## config.mk

```make
export PLATFORM = sky130hd
export DESIGN_NAME = axi_lite_reg_slave
export DESIGN_NICKNAME = d
export VERILOG_FILES = /design/src/rtl/axi_lite_reg_slave.sv
export SDC_FILE = /design/constraint.sdc
export NUM_CORES = 1
export LEC_CHECK = 0
export CAP_MARGIN = 20
export CORE_MARGIN = 4
export CORE_UTILIZATION = 44
export CTS_CLUSTER_SIZE = 30
export DETAILED_ROUTE_END_ITERATION = 6
export GPL_TIMING_DRIVEN = 0
export MAX_ROUTING_LAYER = met4
export PLACE_DENSITY = 0.83
export SETUP_SLACK_MARGIN = 0.5
export SLEW_MARGIN = 20
export SYNTH_ARGS = -nofsm -noshare
export SYNTH_HDL_FRONTEND = slang
export SYNTH_SLANG_ARGS = --single-unit
```

## constraint.sdc

```tcl
create_clock -name S_AXI_ACLK -period 2.2 [get_ports S_AXI_ACLK]
set_clock_uncertainty 0.05 [all_clocks]
set_input_delay 0.66 -clock S_AXI_ACLK [delete_from_list [all_inputs] [get_ports S_AXI_ACLK]]
set_output_delay 0.66 -clock S_AXI_ACLK [all_outputs]
set_load 0.005 [all_outputs]
```

## src/rtl/axi_lite_reg_slave.sv

```systemverilog
// -----------------------------------------------------------------------------
// axi_lite_reg_slave
//
// AXI4-Lite responder holding NUM_REGS 32-bit read/write control registers.
// AW and W are captured independently in either order. A write commits once
// both are held and no write response is pending. Byte strobes are applied at
// commit. The read path is a single registered response stage that runs
// independently of the write path. Register contents and per-register
// one-cycle commit pulses are exported to fabric logic.
//
// Ports
//   S_AXI_ACLK, S_AXI_ARESETN  clock, asynchronous active-low reset
//   S_AXI_AW* / S_AXI_W*       write address / write data channels
//   S_AXI_B*                   write response channel (OKAY / SLVERR)
//   S_AXI_AR* / S_AXI_R*       read address / read data channels
//   regs_out                   register i at bits [32*i+31:32*i]
//   wr_pulse                   one-cycle strobe for register i on commit
// -----------------------------------------------------------------------------
module axi_lite_reg_slave #(
    parameter int AXI_ADDR_WIDTH = 32,
    parameter int AXI_DATA_WIDTH = 32,
    parameter int NUM_REGS       = 8
) (
    input  logic                          S_AXI_ACLK,
    input  logic                          S_AXI_ARESETN,
    input  logic [AXI_ADDR_WIDTH-1:0]     S_AXI_AWADDR,
    input  logic [2:0]                    S_AXI_AWPROT,
    input  logic                          S_AXI_AWVALID,
    output logic                          S_AXI_AWREADY,
    input  logic [AXI_DATA_WIDTH-1:0]     S_AXI_WDATA,
    input  logic [AXI_DATA_WIDTH/8-1:0]   S_AXI_WSTRB,
    input  logic                          S_AXI_WVALID,
    output logic                          S_AXI_WREADY,
    output logic [1:0]                    S_AXI_BRESP,
    output logic                          S_AXI_BVALID,
    input  logic                          S_AXI_BREADY,
    input  logic [AXI_ADDR_WIDTH-1:0]     S_AXI_ARADDR,
    input  logic [2:0]                    S_AXI_ARPROT,
    input  logic                          S_AXI_ARVALID,
    output logic                          S_AXI_ARREADY,
    output logic [AXI_DATA_WIDTH-1:0]     S_AXI_RDATA,
    output logic [1:0]                    S_AXI_RRESP,
    output logic                          S_AXI_RVALID,
    input  logic                          S_AXI_RREADY,
    output logic [NUM_REGS*32-1:0]        regs_out,
    output logic [NUM_REGS-1:0]           wr_pulse
);

    localparam int STRB_W = AXI_DATA_WIDTH / 8;
    localparam int IDX_W  = (NUM_REGS > 1) ? $clog2(NUM_REGS) : 1;
    // First byte address past the register bank; anything at or above is SLVERR.
    localparam logic [AXI_ADDR_WIDTH-1:0] ADDR_LIMIT = AXI_ADDR_WIDTH'(4 * NUM_REGS);
    localparam logic [1:0] RESP_OKAY   = 2'b00;
    localparam logic [1:0] RESP_SLVERR = 2'b10;

    typedef logic [AXI_DATA_WIDTH-1:0] word_t;

    // Write path state
    logic                      aw_full_q, aw_full_d;
    logic                      w_full_q,  w_full_d;
    logic [AXI_ADDR_WIDTH-1:0] awaddr_q,  awaddr_d;
    word_t                     wdata_q,   wdata_d;
    logic [STRB_W-1:0]         wstrb_q,   wstrb_d;
    logic                      bvalid_q,  bvalid_d;
    logic [1:0]                bresp_q,   bresp_d;
    logic [NUM_REGS-1:0]       wr_pulse_q, wr_pulse_d;
    word_t                     regs_q [NUM_REGS];
    word_t                     regs_d [NUM_REGS];

    // Read path state
    logic                      rvalid_q, rvalid_d;
    word_t                     rdata_q,  rdata_d;
    logic [1:0]                rresp_q,  rresp_d;

    // Low while in reset and for the first edge after release, so every ready
    // output is 0 under reset and the block wakes up on a clean clock edge.
    logic                      active_q;

    logic aw_hs, w_hs, b_hs, ar_hs, r_hs, commit;
    logic wr_in_range, rd_in_range;
    logic [IDX_W-1:0] wr_idx, rd_idx;

    // PROT is accepted for protocol compliance but has no effect here.
    logic unused_prot;
    assign unused_prot = ^{S_AXI_AWPROT, S_AXI_ARPROT};

    assign S_AXI_AWREADY = active_q && !aw_full_q && !bvalid_q;
    assign S_AXI_WREADY  = active_q && !w_full_q  && !bvalid_q;
    assign S_AXI_ARREADY = active_q && !rvalid_q;
    assign S_AXI_BVALID  = bvalid_q;
    assign S_AXI_BRESP   = bresp_q;
    assign S_AXI_RVALID  = rvalid_q;
    assign S_AXI_RDATA   = rdata_q;
    assign S_AXI_RRESP   = rresp_q;
    assign wr_pulse      = wr_pulse_q;

    assign aw_hs  = S_AXI_AWVALID && S_AXI_AWREADY;
    assign w_hs   = S_AXI_WVALID  && S_AXI_WREADY;
    assign b_hs   = bvalid_q      && S_AXI_BREADY;
    assign ar_hs  = S_AXI_ARVALID && S_AXI_ARREADY;
    assign r_hs   = rvalid_q      && S_AXI_RREADY;
    assign commit = aw_full_q && w_full_q && !bvalid_q;

    assign wr_in_range = (awaddr_q < ADDR_LIMIT);
    assign rd_in_range = (S_AXI_ARADDR < ADDR_LIMIT);
    assign wr_idx      = awaddr_q[2 +: IDX_W];
    assign rd_idx      = S_AXI_ARADDR[2 +: IDX_W];

    for (genvar i = 0; i < NUM_REGS; i++) begin : g_regs_out
        assign regs_out[32*i +: 32] = regs_q[i];
    end

    always_comb begin
        // NOTE: every variable gets a default before any branch so no path
        // leaves it unassigned, which would otherwise infer a latch.
        aw_full_d  = aw_full_q;
        w_full_d   = w_full_q;
        awaddr_d   = awaddr_q;
        wdata_d    = wdata_q;
        wstrb_d    = wstrb_q;
        bvalid_d   = bvalid_q;
        bresp_d    = bresp_q;
        wr_pulse_d = '0;
        regs_d     = regs_q;
        rvalid_d   = rvalid_q;
        rdata_d    = rdata_q;
        rresp_d    = rresp_q;

        if (aw_hs) begin
            aw_full_d = 1'b1;
            awaddr_d  = S_AXI_AWADDR;
        end
        if (w_hs) begin
            w_full_d = 1'b1;
            wdata_d  = S_AXI_WDATA;
            wstrb_d  = S_AXI_WSTRB;
        end

        // Capture and commit never coincide: both readies are low while the
        // corresponding buffer is full.
        if (commit) begin
            aw_full_d = 1'b0;
            w_full_d  = 1'b0;
            bvalid_d  = 1'b1;
            if (wr_in_range) begin
                for (int b = 0; b < STRB_W; b++) begin
                    if (wstrb_q[b]) begin
                        regs_d[wr_idx][8*b +: 8] = wdata_q[8*b +: 8];
                    end
                end
                wr_pulse_d[wr_idx] = 1'b1;
                bresp_d            = RESP_OKAY;
            end else begin
                bresp_d = RESP_SLVERR;
            end
        end else if (b_hs) begin
            bvalid_d = 1'b0;
        end

        // Reads sample regs_q, so a same-edge commit is not yet visible.
        if (ar_hs) begin
            rvalid_d = 1'b1;
            rdata_d  = rd_in_range ? regs_q[rd_idx] : '0;
            rresp_d  = rd_in_range ? RESP_OKAY : RESP_SLVERR;
        end else if (r_hs) begin
            rvalid_d = 1'b0;
        end
    end

    always_ff @(posedge S_AXI_ACLK or negedge S_AXI_ARESETN) begin
        if (!S_AXI_ARESETN) begin
            active_q   <= 1'b0;
            aw_full_q  <= 1'b0;
            w_full_q   <= 1'b0;
            awaddr_q   <= '0;
            wdata_q    <= '0;
            wstrb_q    <= '0;
            bvalid_q   <= 1'b0;
            bresp_q    <= 2'b00;
            wr_pulse_q <= '0;
            // NOTE: this is a small flop bank with defined power-up contents,
            // not a RAM, so it is reset like any other control state.
            regs_q     <= '{default: '0};
            rvalid_q   <= 1'b0;
            rdata_q    <= '0;
            rresp_q    <= 2'b00;
        end else begin
            // NOTE: non-blocking assignments so every flop samples the
            // pre-edge values computed by the combinational block.
            active_q   <= 1'b1;
            aw_full_q  <= aw_full_d;
            w_full_q   <= w_full_d;
            awaddr_q   <= awaddr_d;
            wdata_q    <= wdata_d;
            wstrb_q    <= wstrb_d;
            bvalid_q   <= bvalid_d;
            bresp_q    <= bresp_d;
            wr_pulse_q <= wr_pulse_d;
            regs_q     <= regs_d;
            rvalid_q   <= rvalid_d;
            rdata_q    <= rdata_d;
            rresp_q    <= rresp_d;
        end
    end

endmodule

```

# == After elaboration in Yosys (flattened, before gate mapping) ==
# Index checks and enable logic that the tools add are counted.
# Widths: inputs -> output; s select.
# totals
register_bits,373
out_inout_bits,305
inputBits,113
word_cells,92
# classes
bitwise_logic,2
n_reduce_logical,23
order_cmp,7
mux,40
# op_table
operator,n
$mux 256,10
$bwmux 256,4
$demux 32 s3,4
$mux 32,4
$bmux 32 s3,1
$lt 32x6->1 const B,2
$mux 24,1
$mux 8,3
$mux 16,1
$logic_and 1x1->1,14
$mux 1,9
$ge 4x4->1 const B,2
$not 3->4,2
$reduce_bool 2->1,4
$logic_not 1->1,4
$lt 3x4->1 const B,1
$lt 4x1->1 const B,1
$mux 2,2
$demux 1 s3,1
$ge 3x1->1 const B,1
$reduce_and 2->1,1

# == Longest topological paths before layout ==
# depth
depth_word,19
mapped_depth,6
depth_no_buf,4

# == Least setup slack after synthesis ==
# No wires, ideal clock.
# synth_path
path_type,input to register
startpoint,input port S_AXI_ARADDR[2]
endpoint,register rdata_q[10] (netlist: S_AXI_RDATA[10])
n_path_buf,2
slack_ps,-46
t_arrival_ps,2063
cell_stages,5
cell_sequence,clkbuf_1 > buf_2 > mux4_2 > mux2i_1 > o21ai_0
# synth_via
elab_chain_cells,5
# synth_rtl
element,line_no,text
start: declaration,37,"input logic [AXI_ADDR_WIDTH-1:0] S_AXI_ARADDR,"
branches (longest 4 deep; another with $lt 32x6->1),n/a,
$mux 32 (*),163,rdata_d = rd_in_range ? regs_q[rd_idx] : '0;
end signal: assignment,201,rdata_q <= rdata_d;
end: declaration,72,"word_t rdata_q, rdata_d;"
# Mark *: on every way between the ends. The select of a mux whose other input is x is not followed.
# A chain may end at the register's enable or synchronous reset.

# == Final worst setup path ==
# layout_path
startpoint,register awaddr_q[11]
endpoint,"register regs_q, in the netlist regs_out[30]"
# layout_via
elab_chain_cells,2
# layout_rtl
element,line_no,text
start: declaration,61,"logic [AXI_ADDR_WIDTH-1:0] awaddr_q, awaddr_d;"
start signal: assignment,193,awaddr_q <= awaddr_d;
$lt 32x6->1,104,assign wr_in_range = (awaddr_q < ADDR_LIMIT);
$reduce_and 2->1 (no line),n/a,
end signal: assignment,199,regs_q <= regs_d;
end: declaration,67,word_t regs_q [NUM_REGS];
# Every way passes these cells.

==> summary.txt <==
Timing
  • Max Fclk: 442 MHz
  • Final Cycle Share: 103%
  • # setup viols final: 141
  • Count of final hold-check violations: 0
  • Final max-slew violation count: 0
  • Final WS setup: -0.0610 ns
  • Final Critical Period: 2.26 ns
  • Worst-Margin Slew: 1.00 ns
  • Slew headroom: 33.1%
  • Unrepaired setup endpoints after global routing: true

Clocking
  • Clock transition at path regs: 0.06 ns
  • Clk_lat worst skew: 0.54 ns
  • Root buf cell: clkbuf_16
  • H-tree levels: 2
  • TritonCTS clock tree: built
  • CTS buffer count: 41
  • CTS Sinks: 369
  • Clock tree buffer depth: 3

Layout
  • Leading cell types in the layout, fill and taps excluded: 369 x dfrtp_1, 224 x mux2_4, 199 x clkdlybuf4s50_1
  • Filler cell count: 2,318
  • Post-layout util: 68.0%
  • Final instance area: 0.0244 mm²
  • Area grow syn2layout: 51.4%
  • Layout cells sized above 1: 53.5%
  • Leading cell type in the layout, fill and taps excluded: dfrtp_1
  • Final #Nets: 1,703

Die
  • Die height: 199 µm
  • Starting Density: 44.9%
  • Die Area: 0.0397 mm²
  • Core area: 0.0358 mm²
  • IO Count: 418
  • Die W: 199 µm
  • Rows: 69

Synth
  • Synth top area share: 57.4%
  • Ys Warns: 0
  • Cell area after synthesis: 0.0161 mm²
  • Cell variety after synth: 30
  • Top cell type by total area after synthesis: dfrtp_1
  • Synth Register Bits: 369
  • Mapped Cells: 990
  • Post-synthesis sequential area ratio: 57.4%
  • Top cells by area, synth: dfrtp_1 57%, mux2_2 22%, mux4_2 9.0%
  • Syn_area_per_cell: 16.3 µm²

Global routing
  • Total GRT Usage: 26.6%
  • First-pass GRT wire length: 77,800 µm
  • Vias in the first global route: 12,200
  • Largest net degree at the start of global routing: 103
  • Total gr overflow: 0
  • Initial antenna violation count: 1

Flow run
  • Max_cap viols: 0

Routing
  • Final WL: 55,500 µm
  • M1 WL: 22,100 µm
  • Pre-antenna DRT Iters: 4
  • Vias: 11,600
  • Initial drt markers: 595
  • Met2 Wirelength: 27,500 µm
  • DR top layer: met4
  • Metal3 WL: 4320 µm
  • Vias per cell: 5.58
  • WL/cell: 26.6 µm
  • DRC Markers: 0
  • Post-route ant nets: 0

Min path
  • Class of the worst hold path: in2async

Setup path
  • R2r startpoint: awaddr_q[11]
  • Critical path peak fanout: 8
  • Flop-to-flop setup slack: -0.06 ns
  • Critical path endpoint category: flop
  • RR Endpoint: regs_out[30]
  • Worst reg-to-reg path cell count: 7
  • Setup Crit Path Kind: reg2reg
  • CP arrival: 2.63 ns
  • Worst Setup Start Kind: flop
  • Worst Path Required: 2.57 ns

Outcome
  • Failing checks: negative setup slack
  • Status: complete, but fails checks

Power
  • PD cells: 730 mW/mm²
  • Peak VDD IR: 734 µV
  • Pwr Total: 17.8 mW
  • Leak Pwr: 11.8 nW

Place
  • Post-DP Area: 0.0210 mm²
  • Detail Placement HPWL: 35,300 µm
  • Number of port buffers: 402
  • RePlAce Congestion: 0.850
==> registers in the layout, indices dropped and copies added (netlist names) <==
signal and count:
S_AXI_BRESP 1, S_AXI_RDATA 32, w_full_q 1, S_AXI_RVALID 1
active_q 1, S_AXI_RRESP 1, awaddr_q 30, wdata_q 32
S_AXI_BVALID 1, aw_full_q 1, wr_pulse 8, wstrb_q 4
regs_out 256
==> stage by stage <==
| stage | TNS [ns] | setup WS, ns | hold slack, ns | cells |
|---|---|---|---|---|
| after floorplan | -2.94 | -0.0153 | 0.314 | 991 |
| after global placement | -5834.50 | -15.30 | 0.419 | 1854 |
| after detailed placement | -239.36 | -0.927 | 0.425 | 1859 |
| after CTS | -0.0154 | -0.00447 | 0.0455 | 1986 |
| after global routing | -24.12 | -0.168 | 0.0720 | 2082 |
| final | -2.66 | -0.0610 | 0.0398 | 2082 |
==> synth_stat cells <==
master	count
dfrtp_1	369
mux2_2	321
mux4_2	64
nand2_1	44
o21ai_0	34
mux2i_1	32
nor4_4	29
clkbuf_1	25
nor4_1	12
buf_2	9
nor3_1	9
buf_1	5
buf_4	5
nand2b_1	5
a21o_1	3
inv_1	3
nand4_1	3
nor4_2	3
conb_1	2
nor2_1	2
or2_2	2
a21boi_0	1
and2_1	1
and3b_1	1
clkinv_1	1
nor2b_1	1
nor3b_1	1
o21a_1	1
or3_1	1
or4_1	1
==> how the worst max path moves through the flow <==
stage | from | depth (start not counted) | to | slack [ns]
3_3_place_gp | S_AXI_ARESETN | 1 | S_AXI_RDATA[25] | -15.30
3_5_place_dp | awaddr_q[14] | 5 | regs_out[20] | -0.93
5_1_grt | awaddr_q[7] | 7 | regs_out[249] | -0.17
2_1_floorplan | awaddr_q[14] | 5 | regs_out[100] | -0.02
4_1_cts | S_AXI_BVALID | 8 | regs_out[20] | -0.004
6_report | awaddr_q[11] | 7 | regs_out[30] | -0.06
==> cell type report <==
type,instances,area [µm²],area share (%)
Tap cell,461,577,2.37
Timing Repair Buffer,555,5040,20.7
Inverter,4,16.3,0.0668
Sequential cell,369,9230,37.9
Clock buffer,61,1220,5.02
Multi-Input combinational cell,575,7720,31.7
Buffer,44,453,1.86
Antenna cell,1,2.50,0.0103
Clock inverter,12,93.8,0.385
==> what timing repair did <==
item / in CTS / in global routing
endpoints found under the hold margin: 0 / 0
pin swaps: 35 / 19
resized for setup: 347 / 413
setup endpoints to repair: 667 / 760
hold buffers: 0 / 0
setup buffers: 52 / 90
cloned: 2 / 5
==> per-layer routing <==
| metal | up-vias | GRT usage [%] |
|---|---|---|
| met5 | - | - |
| met4 | 0 | 7.32 |
| met3 | 119 | 6.71 |
| met2 | 494 | 43.0 |
| met1 | 6092 | 33.9 |
| li1 | 4910 | - |
==> kinds of logic after synthesis <==
group / after synthesis / synth area share [%]
AOI/OAI and AO/OA: 39 / 1.29
DFF: 369 / 57.4
muxes: 417 / 33.4
buffers and inverters: 48 / 1.31
other: 2 / 0.0467
and+or+nand+nor: 115 / 6.54
==> power by group <==
part | internal (mW) | switching [mW]
logic | 1.20 | 1.32
registers | 7.44 | 1.10
clock network | 3.96 | 2.77
==> critical path: stages, from the launching register on <==
cell and delay [ns]:
dfrtp_1 0.39, nor4_2 0.31, nand4_1 0.14, buf_6 0.20
buf_16 0.16, nor4_4 0.38, buf_12 0.20, mux2_4 0.31
(Power assumes the default switching activity.)
